$ cat config.mk
export PLATFORM = sky130hd
export DESIGN_NAME = uart_mult_byte_tx_flat
export DESIGN_NICKNAME = d
export VERILOG_FILES = /design/src/rtl/uart_pkg.sv /design/src/rtl/uart_mult_byte_tx_if.sv /design/src/rtl/uart_byte_tx.sv /design/src/rtl/uart_mult_byte_tx.sv /design/src/flat_wrapper.sv
export SDC_FILE = /design/constraint.sdc
export NUM_CORES = 1
export LEC_CHECK = 0
export ABC_CLOCK_PERIOD_IN_PS = 3100
export CAP_MARGIN = 25
export CORE_ASPECT_RATIO = 0.75
export CORE_MARGIN = 10
export CORE_UTILIZATION = 56
export DETAILED_ROUTE_END_ITERATION = 12
export PLACE_DENSITY = 0.8
export SYNTH_ARGS = -nofsm -noshare
export SYNTH_HDL_FRONTEND = slang
export SYNTH_HIERARCHICAL = 1
export SYNTH_SLANG_ARGS = --single-unit
$ cat constraint.sdc
create_clock -name sys_clk -period 3.1 [get_ports sys_clk]
set_input_delay 0.465 -clock sys_clk [delete_from_list [all_inputs] [get_ports sys_clk]]
set_output_delay 0.465 -clock sys_clk [all_outputs]
set_load 0.01 [all_outputs]
$ cat src/rtl/uart_pkg.sv
// Shared constants, FSM encoding and checksum helper for the multi-byte UART transmitter.
`timescale 1ns/1ps
package uart_pkg;

  // Packet framing constants
  localparam logic [7:0] HDR0       = 8'h55;
  localparam logic [7:0] HDR1       = 8'hAA;
  localparam int         PKT_LEN    = 9;
  localparam int         FRAME_BITS = 10;  // start + 8 data + stop

  // Packet sequencer states
  typedef enum logic [2:0] {
    IDLE,
    LOAD,
    START,
    DATA,
    STOP,
    NEXT,
    DONE
  } state_t;

  // Checksum: low byte of the sum of the six payload bytes, carries dropped
  function automatic logic [7:0] calc_chk(input logic [7:0]  a,
                                          input logic [15:0] b,
                                          input logic [15:0] c,
                                          input logic [7:0]  d);
    logic [7:0] s;
    s = a + b[15:8] + b[7:0] + c[15:8] + c[7:0] + d;
    return s;
  endfunction

endpackage

$ cat src/rtl/uart_mult_byte_tx_if.sv
// Request/payload and line/status signals of the multi-byte UART transmitter.
`timescale 1ns/1ps
interface uart_mult_byte_tx_if;

  logic        send_req;
  logic [7:0]  dataA;
  logic [15:0] dataB;
  logic [15:0] dataC;
  logic [7:0]  dataD;
  logic        uart_txd;
  logic        busy;
  logic        send_done;
  logic [3:0]  byte_idx;

  // Requester side
  modport master (
    output send_req, dataA, dataB, dataC, dataD,
    input  uart_txd, busy, send_done, byte_idx
  );

  // Transmitter side
  modport slave (
    input  send_req, dataA, dataB, dataC, dataD,
    output uart_txd, busy, send_done, byte_idx
  );

endinterface

$ cat src/rtl/uart_byte_tx.sv
// Single-byte UART serializer: start bit, 8 data bits LSB first, stop bit.
// A start pulse may land on the final cycle of a stop bit so frames chain
// with no idle gap; done marks that final cycle.
`timescale 1ns/1ps
module uart_byte_tx
  import uart_pkg::*;
#(
  parameter int BPS_CNT = 434
) (
  input  logic       clk,
  input  logic       rst,
  input  logic       start,
  input  logic [7:0] data,
  output logic       txd,
  output logic [3:0] bit_no,
  output logic       bit_end,
  output logic       stop_pre_end,
  output logic       done
);

  localparam int              CNT_W    = (BPS_CNT > 1) ? $clog2(BPS_CNT) : 1;
  localparam logic [CNT_W-1:0] CNT_LAST = CNT_W'(BPS_CNT - 1);
  localparam logic [CNT_W-1:0] CNT_PRE  = CNT_W'(BPS_CNT - 2);
  localparam logic [3:0]       STOP_BIT = 4'(FRAME_BITS - 1);

  logic             active;
  logic [CNT_W-1:0] cnt;
  logic [7:0]       frame;

  assign bit_end      = active && (cnt == CNT_LAST);
  assign done         = bit_end && (bit_no == STOP_BIT);
  assign stop_pre_end = active && (bit_no == STOP_BIT) && (cnt == CNT_PRE);

  // Capture the byte to shift out when a frame starts
  always_ff @(posedge clk) begin
    if (start) begin
      frame <= data;
    end
  end

  // Bit timer, bit position and registered line output
  always_ff @(posedge clk or posedge rst) begin
    if (rst) begin
      active <= 1'b0;
      txd    <= 1'b1;
      cnt    <= '0;
      bit_no <= '0;
    end else if (start) begin
      active <= 1'b1;
      txd    <= 1'b0;
      cnt    <= '0;
      bit_no <= '0;
    end else if (active) begin
      if (bit_end) begin
        cnt <= '0;
        if (bit_no == STOP_BIT) begin
          active <= 1'b0;
          txd    <= 1'b1;
        end else begin
          bit_no <= bit_no + 4'd1;
          txd    <= (bit_no == 4'd8) ? 1'b1 : frame[bit_no[2:0]];
        end
      end else begin
        cnt <= cnt + CNT_W'(1);
      end
    end
  end

endmodule

$ cat src/rtl/uart_mult_byte_tx.sv
// Nine-byte UART packet transmitter: 55 AA A B_hi B_lo C_hi C_lo D CHK.
// Payload is latched and the checksum computed in the acceptance cycle; the
// first start bit leaves on that same edge. LOAD is the first cycle of the
// first start bit and NEXT the last cycle of each stop bit, so neither adds
// line time. A request is accepted in IDLE or in DONE (the send_done cycle).
`timescale 1ns/1ps
module uart_mult_byte_tx
  import uart_pkg::*;
#(
  parameter int CLK_FREQ = 50_000_000,
  parameter int UART_BPS = 115200
) (
  input  logic                sys_clk,
  input  logic                sys_rst,
  uart_mult_byte_tx_if.slave  bus
);

  localparam int         BPS_CNT  = CLK_FREQ / UART_BPS;
  localparam logic [3:0] LAST_IDX = 4'(PKT_LEN - 1);

  state_t      state;
  state_t      next_state;
  logic        accept;
  logic        tx_start;
  logic [7:0]  tx_data;
  logic [7:0]  next_byte;
  logic        pkt_end;
  logic        busy;
  logic        send_done;
  logic [3:0]  byte_idx;

  logic        txd;
  logic [3:0]  bit_no;
  logic        bit_end;
  logic        stop_pre_end;
  logic        tx_done;

  logic [7:0]  a_q;
  logic [15:0] b_q;
  logic [15:0] c_q;
  logic [7:0]  d_q;
  logic [7:0]  chk_q;

  uart_byte_tx #(
    .BPS_CNT (BPS_CNT)
  ) u_byte_tx (
    .clk          (sys_clk),
    .rst          (sys_rst),
    .start        (tx_start),
    .data         (tx_data),
    .txd          (txd),
    .bit_no       (bit_no),
    .bit_end      (bit_end),
    .stop_pre_end (stop_pre_end),
    .done         (tx_done)
  );

  // Byte that follows the one currently on the line
  always_comb begin
    next_byte = 8'h00;
    case (byte_idx)
      4'd0:    next_byte = HDR1;
      4'd1:    next_byte = a_q;
      4'd2:    next_byte = b_q[15:8];
      4'd3:    next_byte = b_q[7:0];
      4'd4:    next_byte = c_q[15:8];
      4'd5:    next_byte = c_q[7:0];
      4'd6:    next_byte = d_q;
      4'd7:    next_byte = chk_q;
      default: next_byte = 8'h00;
    endcase
  end

  // Sequencer next state, request acceptance and byte launch
  always_comb begin
    next_state = state;
    accept     = 1'b0;
    pkt_end    = 1'b0;
    tx_start   = 1'b0;
    tx_data    = next_byte;
    case (state)
      IDLE: begin
        if (bus.send_req) begin
          accept     = 1'b1;
          next_state = LOAD;
        end
      end
      LOAD:  next_state = START;
      START: if (bit_end && (bit_no == 4'd0)) next_state = DATA;
      DATA:  if (bit_end && (bit_no == 4'd8)) next_state = STOP;
      STOP:  if (stop_pre_end)                next_state = NEXT;
      NEXT: begin
        if (tx_done) begin
          if (byte_idx < LAST_IDX) begin
            tx_start   = 1'b1;
            next_state = START;
          end else begin
            pkt_end    = 1'b1;
            next_state = DONE;
          end
        end
      end
      DONE: begin
        if (bus.send_req) begin
          accept     = 1'b1;
          next_state = LOAD;
        end else begin
          next_state = IDLE;
        end
      end
      default: next_state = IDLE;
    endcase
    if (accept) begin
      tx_start = 1'b1;
      tx_data  = HDR0;
    end
  end

  // State register and status outputs
  always_ff @(posedge sys_clk or posedge sys_rst) begin
    if (sys_rst) begin
      state     <= IDLE;
      busy      <= 1'b0;
      send_done <= 1'b0;
      byte_idx  <= '0;
    end else begin
      state     <= next_state;
      send_done <= pkt_end;
      if (accept) begin
        busy     <= 1'b1;
        byte_idx <= '0;
      end else begin
        if (pkt_end) begin
          busy <= 1'b0;
        end
        if (tx_start) begin
          byte_idx <= byte_idx + 4'd1;
        end
      end
    end
  end

  // Latch the payload and its checksum on acceptance
  always_ff @(posedge sys_clk) begin
    if (accept) begin
      a_q   <= bus.dataA;
      b_q   <= bus.dataB;
      c_q   <= bus.dataC;
      d_q   <= bus.dataD;
      chk_q <= calc_chk(bus.dataA, bus.dataB, bus.dataC, bus.dataD);
    end
  end

  assign bus.uart_txd  = txd;
  assign bus.busy      = busy;
  assign bus.send_done = send_done;
  assign bus.byte_idx  = byte_idx;

endmodule
$ cat src/flat_wrapper.sv
// flat-port wrapper written by rule: the top's interface ports become plain ports
module uart_mult_byte_tx_flat import uart_pkg::*;
#(
  parameter int CLK_FREQ = 50_000_000,
  parameter int UART_BPS = 115200
)
  (sys_clk, sys_rst, bus_send_req, bus_dataA, bus_dataB, bus_dataC, bus_dataD, bus_uart_txd, bus_busy, bus_send_done, bus_byte_idx);
  uart_mult_byte_tx_if bus_i ();
  input  logic sys_clk;
  input  logic sys_rst;
  input wire logic [$bits(bus_i.send_req)-1:0] bus_send_req;
  input wire logic [$bits(bus_i.dataA)-1:0] bus_dataA;
  input wire logic [$bits(bus_i.dataB)-1:0] bus_dataB;
  input wire logic [$bits(bus_i.dataC)-1:0] bus_dataC;
  input wire logic [$bits(bus_i.dataD)-1:0] bus_dataD;
  output wire logic [$bits(bus_i.uart_txd)-1:0] bus_uart_txd;
  output wire logic [$bits(bus_i.busy)-1:0] bus_busy;
  output wire logic [$bits(bus_i.send_done)-1:0] bus_send_done;
  output wire logic [$bits(bus_i.byte_idx)-1:0] bus_byte_idx;
  assign bus_i.send_req = bus_send_req;
  assign bus_i.dataA = bus_dataA;
  assign bus_i.dataB = bus_dataB;
  assign bus_i.dataC = bus_dataC;
  assign bus_i.dataD = bus_dataD;
  assign bus_uart_txd = bus_i.uart_txd;
  assign bus_busy = bus_i.busy;
  assign bus_send_done = bus_i.send_done;
  assign bus_byte_idx = bus_i.byte_idx;
  uart_mult_byte_tx #(.CLK_FREQ(CLK_FREQ), .UART_BPS(UART_BPS)) u_core (.sys_clk(sys_clk), .sys_rst(sys_rst), .bus(bus_i));
endmodule
==> metrics.cfg <==
[clocking]
cts_tree=built
cts_buffers=9
ctsHtreeMaxLevel=3
cts_sinks=88
clk_latency_ps=340
ctsHoldBuffers=0
clk_pin_slew_ps=60
cts-root-buf=clkbuf_16
clockBufferDepth=2

[global_route]
track_usage=0.178
overflow=0
antenna_found_initial=0
grt_first_pass_wirelength_um=18000
first_global_vias=3475
grt_start_max_net_pins=70

[timing]
timing.final.crit_share=1.00
rsz0062_at_grt=true
setup_ws_ps=-6.88
report.final.slew_viol_count=0
worst_pin_slew_ps=776
fin_skew_ps=5.18
fin_crit_ps=3110
setup_violations=1
hold_violations=0
holdWs_ps=317
relSlewSlack=0.483
fmax_mhz=322

[floorplan]
rows=29
dieArea_um2=12800
die_h_um=101
start_util=0.574
core_um2=8450
ios=58
die_w_um=127

[run_status]
violations=negative setup slack
status=finished with violations

[route]
vias_per_cell=5.74
drc_errors=0
first_pass_iters=5
ant_nets=0
routed-via-count=3359
drt_wl_total_um=11100
drtIter0Drc=314
wl_per_cell_um=19.0

[min_path]
hold-path-cell-count=1
hold_path_startpoint=bus_dataC[2]
hold_class=input pin to register
holdPathEnd=u_core/c_q[2]

[placement]
place.port_buffers=57
hpwl_um=7920
gp_congestion=0.832

[worst_setup_path]
cp-start-kind=input pin
rrSetupSlack_ps=520
worstRegToRegCells=11
end_kind=register
cp.required_ps=3190
timing.rr.end=u_core/u_byte_tx/cnt[6]
path_max_fanout=2
crit_type=input pin to register
arrival_ps=3200
reg2reg_from=u_core/u_byte_tx/bit_no[1]

[cells_and_area]
drive_gt1_frac=0.208
area_growth_pct=23.1
diodes=0
nets=566

[run]
drv_cap=0

[power_and_ir_drop]
finalPower_mw=4.06
p_per_area_nw_per_um2=680
peakVddDrop_uv=341
power.leakage_nw=2.49

[synthesis]
synth_area_leaders=edfxtp_1 40%, dfrtp_1 12%, fa_1 11%
ys.warnings.count=6
synth_edf_count=64
synth.most_common_cell=inv_1
async_reset_ff_frac=0.273
seq_area_frac_synth=0.520
yosysUniqueCellTypes=55
syn-num-nets=496
synth_area_um2=4850
synth_largest_area_cell=edfxtp_1
synth_top_area_share=0.396
ys_top_cells_by_count=79 x inv_1, 64 x edfxtp_1, 27 x fa_1
ys.flop_type=edfxtp_1
synthCells=402
syn_area_per_cell_um2=12.1
yosys_register_bits=88

-- power breakdown --
part | switching (mW) | internal [mW] | leakage [nW]
clock | 0.452 | 0.659 | 0.157
sequential | 0.148 | 1.40 | 0.858
combinational | 0.671 | 0.727 | 1.48
total | 1.27 | 2.79 | 2.49
-- cells by family (layout without fill, tap and decap cells) --
group | count (synthesis) | in the layout | share of synthesized area
AOI/OAI and AO/OA | 69 | 69 | 0.101
xor gates and xnor gates | 20 | 20 | 0.0389
adders and majority gates | 43 | 43 | 0.153
buffers and inverters | 94 | 169 | 0.0768
DFF | 88 | 88 | 0.520
muxes | 4 | 4 | 0.0134
and+or+nand+nor | 84 | 84 | 0.0975
-- worst max-delay path by stage --
stage                             start              end  slack (ps)  cells past startpoint
after floorplan            bus_dataD[3]  u_core/chk_q[7]         -20                     12
after global placement     bus_dataD[3]  u_core/chk_q[7]        -700                     13
after detailed placement   bus_dataD[3]  u_core/chk_q[7]        -790                     13
after CTS                  bus_dataB[3]  u_core/chk_q[7]           4                     13
after global routing      bus_dataB[10]  u_core/chk_q[6]         -60                     13
final                     bus_dataB[10]  u_core/chk_q[6]          -7                     13
-- sequential cells by signal, summed over array words and instances (netlist names) --
register,cells
u_core/chk_q,8
u_core/state,3
u_core/u_byte_tx/cnt,9
u_core/bus.send_done,1
u_core/bus.busy,1
u_core/a_q,8
u_core/b_q,16
u_core/u_byte_tx/frame,8
u_core/u_byte_tx/txd,1
u_core/d_q,8
u_core/u_byte_tx/active,1
u_core/bus.byte_idx,4
u_core/u_byte_tx/bit_no,4
u_core/c_q,16
-- through the flow --
stage / instances / setup slack, ps / area [um^2] / util / setup TNS, ps
2_1_floorplan: 402 / -18.7 / 4930 / - / -31.5
3_3_place_gp: 566 / -703 / 5670 / 0.671 / -3070
3_5_place_dp: 566 / -793 / 5670 / 0.671 / -3650
4_1_cts: 584 / 3.64 / 5950 / 0.704 / 0
5_1_grt: 585 / -61.9 / 5970 / 0.706 / -87.0
6_report: 585 / -6.88 / 5970 / 0.706 / -6.88
-- final cells by class --
| cell class | count | area (um^2) |
|---|---|---|
| tap | 108 | 135 |
| sequential | 88 | 2520 |
| timing repair buffer | 73 | 624 |
| clock inverter | 3 | 20.0 |
| inverter | 80 | 318 |
| clock buffer | 13 | 292 |
| fill | 618 | 2480 |
| multi-input combinational | 220 | 2060 |
-- cell usage in the layout, fill, tap and decap left out, types with 5 or more instances in the layout --
cell type,instances
edfxtp_1,64
a21oi_1,16
nor2_1,14
clkdlybuf4s50_1,20
dlygate4sd2_1,11
fa_1,20
a22oi_1,12
o21ai_0,5
clkbuf_2,10
buf_4,16
nor3_1,5
ha_4,5
dfrtp_1,23
nand3_1,11
clkdlybuf4s15_1,6
a222oi_1,8
clkbuf_16,10
nand2_1,25
nand4_1,6
inv_2,19
buf_2,5
o21bai_1,5
inv_1,57
fa_2,7
xor2_1,5
xnor2_1,13
ha_1,11
-- routing by layer --
| layer | track usage | vias to the layer above | routed length [um] | part of all wire |
|---|---|---|---|---|
| met3 | 0.0615 | 18 | 1010 | 0.091 |
| met2 | 0.279 | 147 | 5220 | 0.47 |
| met4 | 0.0498 | 0 | 151 | 0.014 |
| met1 | 0.231 | 1665 | 4740 | 0.43 |
| met5 | 0 | - | 0 | 0 |
| li1 | - | 1529 | - | - |
-- worst max-delay path, cell delays in order --
cell and delay, ps:
buf_8 100, fa_1 550, inv_2 40, fa_1 540
fa_1 440, inv_2 90, ha_4 140, inv_4 40
fa_2 400, inv_2 60, a21o_1 140, a21oi_2 70
xnor2_1 120
-- what timing repair did --
| item | CTS | global route |
|---|---|---|
| gates resized for setup | 71 | 41 |
| pin swaps | 27 | 23 |
| buffers inserted | 2 | 1 |
| setup endpoints to repair | 5 | 2 |
| hold endpoints to repair | 0 | 0 |
(Power assumes the default switching activity.)
